===== src/rtl/regression_host.sv =====
// Job sequencer for the regression engine: loads N sample pairs, kicks the controller,
// then streams b1, b0 and the N error words. Define REGRESSION_HOST_CHKSUM_EN to append an error checksum word.
module regression_host #(
    parameter int N  = 8,
    parameter int W  = 16,
    parameter int AW = 8
) (
    input  logic          clk,
    input  logic          rst,
    input  logic          go,
    input  logic          in_valid,
    output logic          in_ready,
    input  logic [W-1:0]  in_x,
    input  logic [W-1:0]  in_y,
    output logic          mem_we,
    output logic [AW-1:0] mem_addr,
    output logic [W-1:0]  mem_wx,
    output logic [W-1:0]  mem_wy,
    output logic          start,
    input  logic          ready,
    input  logic [W-1:0]  b1_in,
    input  logic [W-1:0]  b0_in,
    output logic [AW-1:0] err_raddr,
    input  logic [W-1:0]  err_rdata,
    output logic          out_valid,
    input  logic          out_ready,
    output logic [W-1:0]  out_data,
    output logic          out_last,
    output logic          busy
);

    typedef enum logic [3:0] {
        IDLE,
        LOAD,
        KICK,
        WAIT_BUSY,
        WAIT_DONE,
        COEF1,
        COEF0,
        RADDR,
`ifdef REGRESSION_HOST_CHKSUM_EN
        CHKSUM,
`endif
        RDATA
    } state_t;

    localparam logic [AW-1:0] LAST = AW'(N - 1);

    state_t        state;
    logic [AW-1:0] cnt;
    logic [W-1:0]  err_q;
    logic          err_fresh;
    logic [W-1:0]  err_word;
    logic          last_cnt;
`ifdef REGRESSION_HOST_CHKSUM_EN
    logic [W-1:0]  sum;
`endif

    assign last_cnt = (cnt == LAST);
    // The memory word arrives during the first RDATA cycle; it is latched then and held for stalls.
    assign err_word = err_fresh ? err_rdata : err_q;

    always_ff @(posedge clk or negedge rst) begin
        if (!rst) begin
            state     <= IDLE;
            cnt       <= '0;
            err_q     <= '0;
            err_fresh <= 1'b0;
`ifdef REGRESSION_HOST_CHKSUM_EN
            sum       <= '0;
`endif
        end else begin
            case (state)
                IDLE: begin
                    if (go) begin
                        state <= LOAD;
                        cnt   <= '0;
                    end
                end
                LOAD: begin
                    if (in_valid) begin
                        if (last_cnt) begin
                            cnt   <= '0;
                            state <= KICK;
                        end else begin
                            cnt <= cnt + AW'(1);
                        end
                    end
                end
                KICK: begin
                    state <= WAIT_BUSY;
`ifdef REGRESSION_HOST_CHKSUM_EN
                    sum   <= '0;
`endif
                end
                WAIT_BUSY: if (!ready) state <= WAIT_DONE;
                WAIT_DONE: if (ready) state <= COEF1;
                COEF1:     if (out_ready) state <= COEF0;
                COEF0:     if (out_ready) state <= RADDR;
                RADDR: begin
                    state     <= RDATA;
                    err_fresh <= 1'b1;
                end
                RDATA: begin
                    if (err_fresh) begin
                        err_q     <= err_rdata;
                        err_fresh <= 1'b0;
                    end
                    if (out_ready) begin
`ifdef REGRESSION_HOST_CHKSUM_EN
                        sum <= sum + err_word;
`endif
                        if (last_cnt) begin
                            cnt   <= '0;
`ifdef REGRESSION_HOST_CHKSUM_EN
                            state <= CHKSUM;
`else
                            state <= IDLE;
`endif
                        end else begin
                            cnt   <= cnt + AW'(1);
                            state <= RADDR;
                        end
                    end
                end
`ifdef REGRESSION_HOST_CHKSUM_EN
                CHKSUM: if (out_ready) state <= IDLE;
`endif
                default: state <= IDLE;
            endcase
        end
    end

    always_comb begin
        in_ready  = (state == LOAD);
        mem_we    = in_ready & in_valid;
        mem_addr  = in_ready ? cnt : '0;
        mem_wx    = in_ready ? in_x : '0;
        mem_wy    = in_ready ? in_y : '0;
        start     = (state == KICK);
        err_raddr = (state == RADDR || state == RDATA) ? cnt : '0;
        busy      = (state != IDLE);
        out_valid = 1'b0;
        out_data  = '0;
        out_last  = 1'b0;
        case (state)
            COEF1: begin
                out_valid = 1'b1;
                out_data  = b1_in;
            end
            COEF0: begin
                out_valid = 1'b1;
                out_data  = b0_in;
            end
            RDATA: begin
                out_valid = 1'b1;
                out_data  = err_word;
`ifndef REGRESSION_HOST_CHKSUM_EN
                out_last  = last_cnt;
`endif
            end
`ifdef REGRESSION_HOST_CHKSUM_EN
            CHKSUM: begin
                out_valid = 1'b1;
                out_data  = sum;
                out_last  = 1'b1;
            end
`endif
            default: ;
        endcase
    end

endmodule

===== config.mk =====
export PLATFORM = sky130hd
export DESIGN_NAME = regression_host
export DESIGN_NICKNAME = d
export VERILOG_FILES = /design/src/rtl/regression_host.sv
export SDC_FILE = /design/constraint.sdc
export NUM_CORES = 1
export LEC_CHECK = 0
export BUFFER_PORTS_ARGS = -buffer_cell sky130_fd_sc_hd__buf_2
export CAP_MARGIN = 30
export CORE_MARGIN = 3
export CORE_UTILIZATION = 42
export DETAILED_ROUTE_END_ITERATION = 7
export PLACE_DENSITY = 0.9
export SLEW_MARGIN = 25
export SYNTH_ARGS = -nofsm -noshare
export SYNTH_HDL_FRONTEND = slang
export SYNTH_SLANG_ARGS = --single-unit

===== constraint.sdc =====
create_clock -name clk -period 2.4 [get_ports clk]
set_input_delay 0.36 -clock clk [delete_from_list [all_inputs] [get_ports clk]]
set_output_delay 0.36 -clock clk [all_outputs]
set_load 0.01 [all_outputs]

==> results_tabular.tex <==
\begin{tabular}{lr}
\hline
Metric & Value \\
\hline
\multicolumn{2}{l}{\textbf{Power}} \\
Power density over cell area & about 990 mW/mm² \\
Worst ir drop on vdd & 0.719 mV \\
Static power due to leakage & 1.83 nW \\
Overall power & roughly 0.0032 W \\
\multicolumn{2}{l}{\textbf{STA}} \\
\# setup viols final & 0 \\
Ratio of final minimum period to clock period & between 90\% and 100\% \\
Peak clock frequency supported by timing & around 440 MHz \\
Final Max Slew Viols & 0 \\
Worst Skew & roughly 0.0074 ns \\
Relative slew slack & between 50 and 60\% \\
Final critical-path setup slack & 0.144 ns \\
Post-layout min period & 2.26 ns \\
Final Hold Violating Endpoints & 0 \\
Worst-Margin Slew & 0.690 ns \\
Setup repair after global routing missed its margin & false \\
Total Negative Setup Slacks & 0 ns \\
\multicolumn{2}{l}{\textbf{Clock tree}} \\
Clk Latency, worst-skew pair & around 0.28 ns \\
CTS tree & built \\
Clk slew on worst S/H paths & about 0.070 ns \\
Max clock buf depth & 2 \\
Number of H-tree branching levels & 2 \\
CTS Buf Count & 5 \\
Buffer cell driving the clock tree root & sky130\_fd\_sc\_hd\_\_clkbuf\_8 \\
Total clock sinks & 29 \\
\multicolumn{2}{l}{\textbf{Placement}} \\
Total cell area at the placement stage & approximately 0.0031 mm² \\
Minimum setup slack after placement & $\sim$0.16 ns \\
Buffers on Ports & about 160 \\
Post-DP HPWL & 5.26 mm \\
Routability cong. & $\sim$0.9 \\
\multicolumn{2}{l}{\textbf{Synth}} \\
Cell with the most instances after synthesis & sky130\_fd\_sc\_hd\_\_and2\_1 \\
Avg Cell Area, Syn & between 9 and 10 µm² \\
Cell area after technology mapping & 0.00226 mm² \\
Synthesized instance count & $\sim$240 \\
Warning count from the yosys run & 0 \\
Top area cells in the synthesized netlist & sky130\_fd\_sc\_hd\_\_dfrtp\_1 (32\%), sky130\_fd\_sc\_hd\_\_and2\_1 (13\%), sky130\_fd\_sc\_hd\_\_mux2i\_1 (8.4\%) \\
Predominant post-synthesis flop cell & sky130\_fd\_sc\_hd\_\_dfrtp\_1 \\
Number of enable-type register cells in the synthesized netlist & 0 \\
Portion of synthesized cell area occupied by the leading cell type & between 30\% and 40\% \\
Post-synth cell types & 47 \\
Share of the yosys chip area belonging to registers & about 32\% \\
Most numerous cell types in the synthesized netlist & sky130\_fd\_sc\_hd\_\_and2\_1 (48), sky130\_fd\_sc\_hd\_\_dfrtp\_1 (29), sky130\_fd\_sc\_hd\_\_o21ai\_0 (28), sky130\_fd\_sc\_hd\_\_mux2i\_1 (19) \\
Number of nets produced by synthesis & 330 \\
Asr flop ratio synth & 100\% \\
Yosys reg bits & 29 \\
Cell accounting for the most synthesized area & sky130\_fd\_sc\_hd\_\_dfrtp\_1 \\
\multicolumn{2}{l}{\textbf{Cells and area}} \\
Area Growth Syn to Fin & 43.8\% \\
Total non-filler cell area in the finished layout & between 0.003 and 0.004 mm² \\
Count of antenna diodes in the layout & 0 \\
Count of nets after finishing & 489 \\
Final cell utilization of the core & roughly 63\% \\
Fraction of layout cells with a size suffix above 1 & 50.9\% \\
\multicolumn{2}{l}{\textbf{Floorplanning}} \\
Floorplan row count & 26 \\
Initial standard-cell utilization of the core & a little over two fifths \\
I/O Pins & around 160 \\
Horizontal extent of the die & $\sim$80 µm \\
Core outline area & between 0.005 and 0.006 mm² \\
Height of the die & around 80 µm \\
Overall die area & 0.00630 mm² \\
\multicolumn{2}{l}{\textbf{Global routing}} \\
Wire length of the first global-routing pass & 10.5 mm \\
GRT met1 Usage & about 28\% \\
Grt met2 use & about a third \\
Met3 Track Usage GR & between 3 and 4\% \\
Vias in the first global route & roughly 2,200 \\
GRT Overall Usage & 20.6\% \\
Total global routing overflow & 0 \\
Maximum number of pins on one net before global-route repair & 30 \\
Number of antenna violations at the first check in global routing & 0 \\
Global-route layer with the greatest usage & met2 \\
\multicolumn{2}{l}{\textbf{Route}} \\
Routed Wire Length & slightly below 7 mm \\
Router iterations before antenna repair & 4 \\
DRC violation count after routing & 0 \\
Starting DRC count in detailed routing & about 120 \\
Total number of vias & $\sim$2,400 \\
Average via count per standard cell & 5.06 \\
Drt wl/cell & roughly 14 µm \\
Post-route ant nets & 0 \\
\multicolumn{2}{l}{\textbf{Worst setup path}} \\
Endpoint arrival time on the critical path & about 1.9 ns \\
Largest fanout on the critical path & 17 \\
Required time of the worst setup path & 2.04 ns \\
Crit end category & primary output \\
Critical path startpoint category & flop \\
WS Path Type & reg -> out \\
\multicolumn{2}{l}{\textbf{Run status}} \\
Outcome & completed \\
\multicolumn{2}{l}{\textbf{Job}} \\
Max capacitance violation total & 0 \\
\multicolumn{2}{l}{\textbf{Hold path}} \\
Worst Hold Class & in -> async \\
\hline
\end{tabular}
[report_power, final]
group	total, W	internal (W)	switching [W]	leakage (nW)
clock network	0.000532	0.000337	0.000195	0.0574
registers	0.000792	0.000676	0.000116	0.355
logic	0.00188	0.000885	0.000995	1.41
total	0.00320	0.00190	0.00131	1.83
[area by class of cell]
cell class,instances,area (µm²)
clock buffers,6,82.6
clock inverters,2,37.5
fillers,423,1920
inverters,3,11.3
multi-input cells,193,1420
flip-flops and latches,29,726
well taps,70,87.6
repair buffers,170,888
[sequential cells by signal, indices dropped and copies added (netlist names)]
signal,flops
state,4
err_q,16
cnt,8
err_fresh,1
[path summary, 6_finish.rpt]
kind                          startpoint         to  slack (ns)  cells after the start
max in group asynchronous            rst  err_q[14]        1.88                      1
min in group clk           err_rdata[10]  err_q[10]        0.33                      2
hold reg to reg                err_q[15]  err_q[15]        0.50                      1
setup / recovery                state[2]  out_valid        0.14                      6
setup reg to reg                  cnt[5]   state[2]        0.26                      5
hold / removal                       rst  err_q[10]        0.10                      1
[cells in the final DEF, fill, tap and decap left out, types with 2 or more instances in the layout]
| cell | count |
|---|---|
| sky130_fd_sc_hd__a22oi_1 | 16 |
| sky130_fd_sc_hd__and2_2 | 2 |
| sky130_fd_sc_hd__nor2_1 | 7 |
| sky130_fd_sc_hd__nor3_1 | 3 |
| sky130_fd_sc_hd__nand3_1 | 4 |
| sky130_fd_sc_hd__nand3b_1 | 2 |
| sky130_fd_sc_hd__and3_1 | 2 |
| sky130_fd_sc_hd__o21a_1 | 2 |
| sky130_fd_sc_hd__mux2i_1 | 19 |
| sky130_fd_sc_hd__o21ai_0 | 27 |
| sky130_fd_sc_hd__buf_2 | 155 |
| sky130_fd_sc_hd__dfrtp_1 | 29 |
| sky130_fd_sc_hd__nor2b_1 | 2 |
| sky130_fd_sc_hd__inv_1 | 3 |
| sky130_fd_sc_hd__mux2_2 | 16 |
| sky130_fd_sc_hd__o31ai_1 | 6 |
| sky130_fd_sc_hd__nand2b_1 | 3 |
| sky130_fd_sc_hd__clkbuf_8 | 6 |
| sky130_fd_sc_hd__nand2_1 | 9 |
| sky130_fd_sc_hd__nor4b_4 | 2 |
| sky130_fd_sc_hd__and2_1 | 48 |
| sky130_fd_sc_hd__buf_4 | 15 |
[critical path: stages, from the launching register on]
cell and delay [ns]:
sky130_fd_sc_hd__dfrtp_1 0.40, sky130_fd_sc_hd__buf_4 0.19, sky130_fd_sc_hd__nand2b_1 0.25, sky130_fd_sc_hd__nor3b_2 0.08, sky130_fd_sc_hd__buf_4 0.21, sky130_fd_sc_hd__or3_1 0.34, sky130_fd_sc_hd__buf_2 0.15
[stage by stage]
step	hold WS, ns	cells
after detailed placement	0.413	462
after CTS	0.113	470
final	0.101	473
after global routing	0.142	473
after global placement	0.408	462
after floorplan	0.0644	243
[per-layer routing]
layer | vias up | part of all wire [%] | routed length [µm]
li1 | 1194 | - | -
met1 | 1128 | 44 | 3000
met2 | 62 | 51 | 3470
met3 | 8 | 4.6 | 313
met4 | 0 | 0.72 | 49
met5 | - | 0 | 0
[kinds of logic (layout without fill, tap and decap cells)]
family / after synthesis / after routing / share of synthesized area (%)
AND/OR/NAND/NOR: 95 / 95 / 27.2
AO/OA/AOI/OAI: 61 / 61 / 17.4
multiplexers: 35 / 35 / 16.4
flip-flops: 29 / 29 / 32.1
buffers and inverters: 21 / 181 / 5.92
adder cells (fa/ha/maj): 1 / 1 / 0.553
XOR/XNOR: 1 / 1 / 0.387
[what timing repair did]
item / CTS / global route
gates resized for setup: 3 / 0
endpoints found under the setup margin: 12 / 26
hold buffers: 0 / 0
cloned: 0 / 0
hold endpoints to repair: 0 / 0
pin swaps: 0 / 1
buffers inserted: 0 / 3
Power figures use the tool's default switching activity.
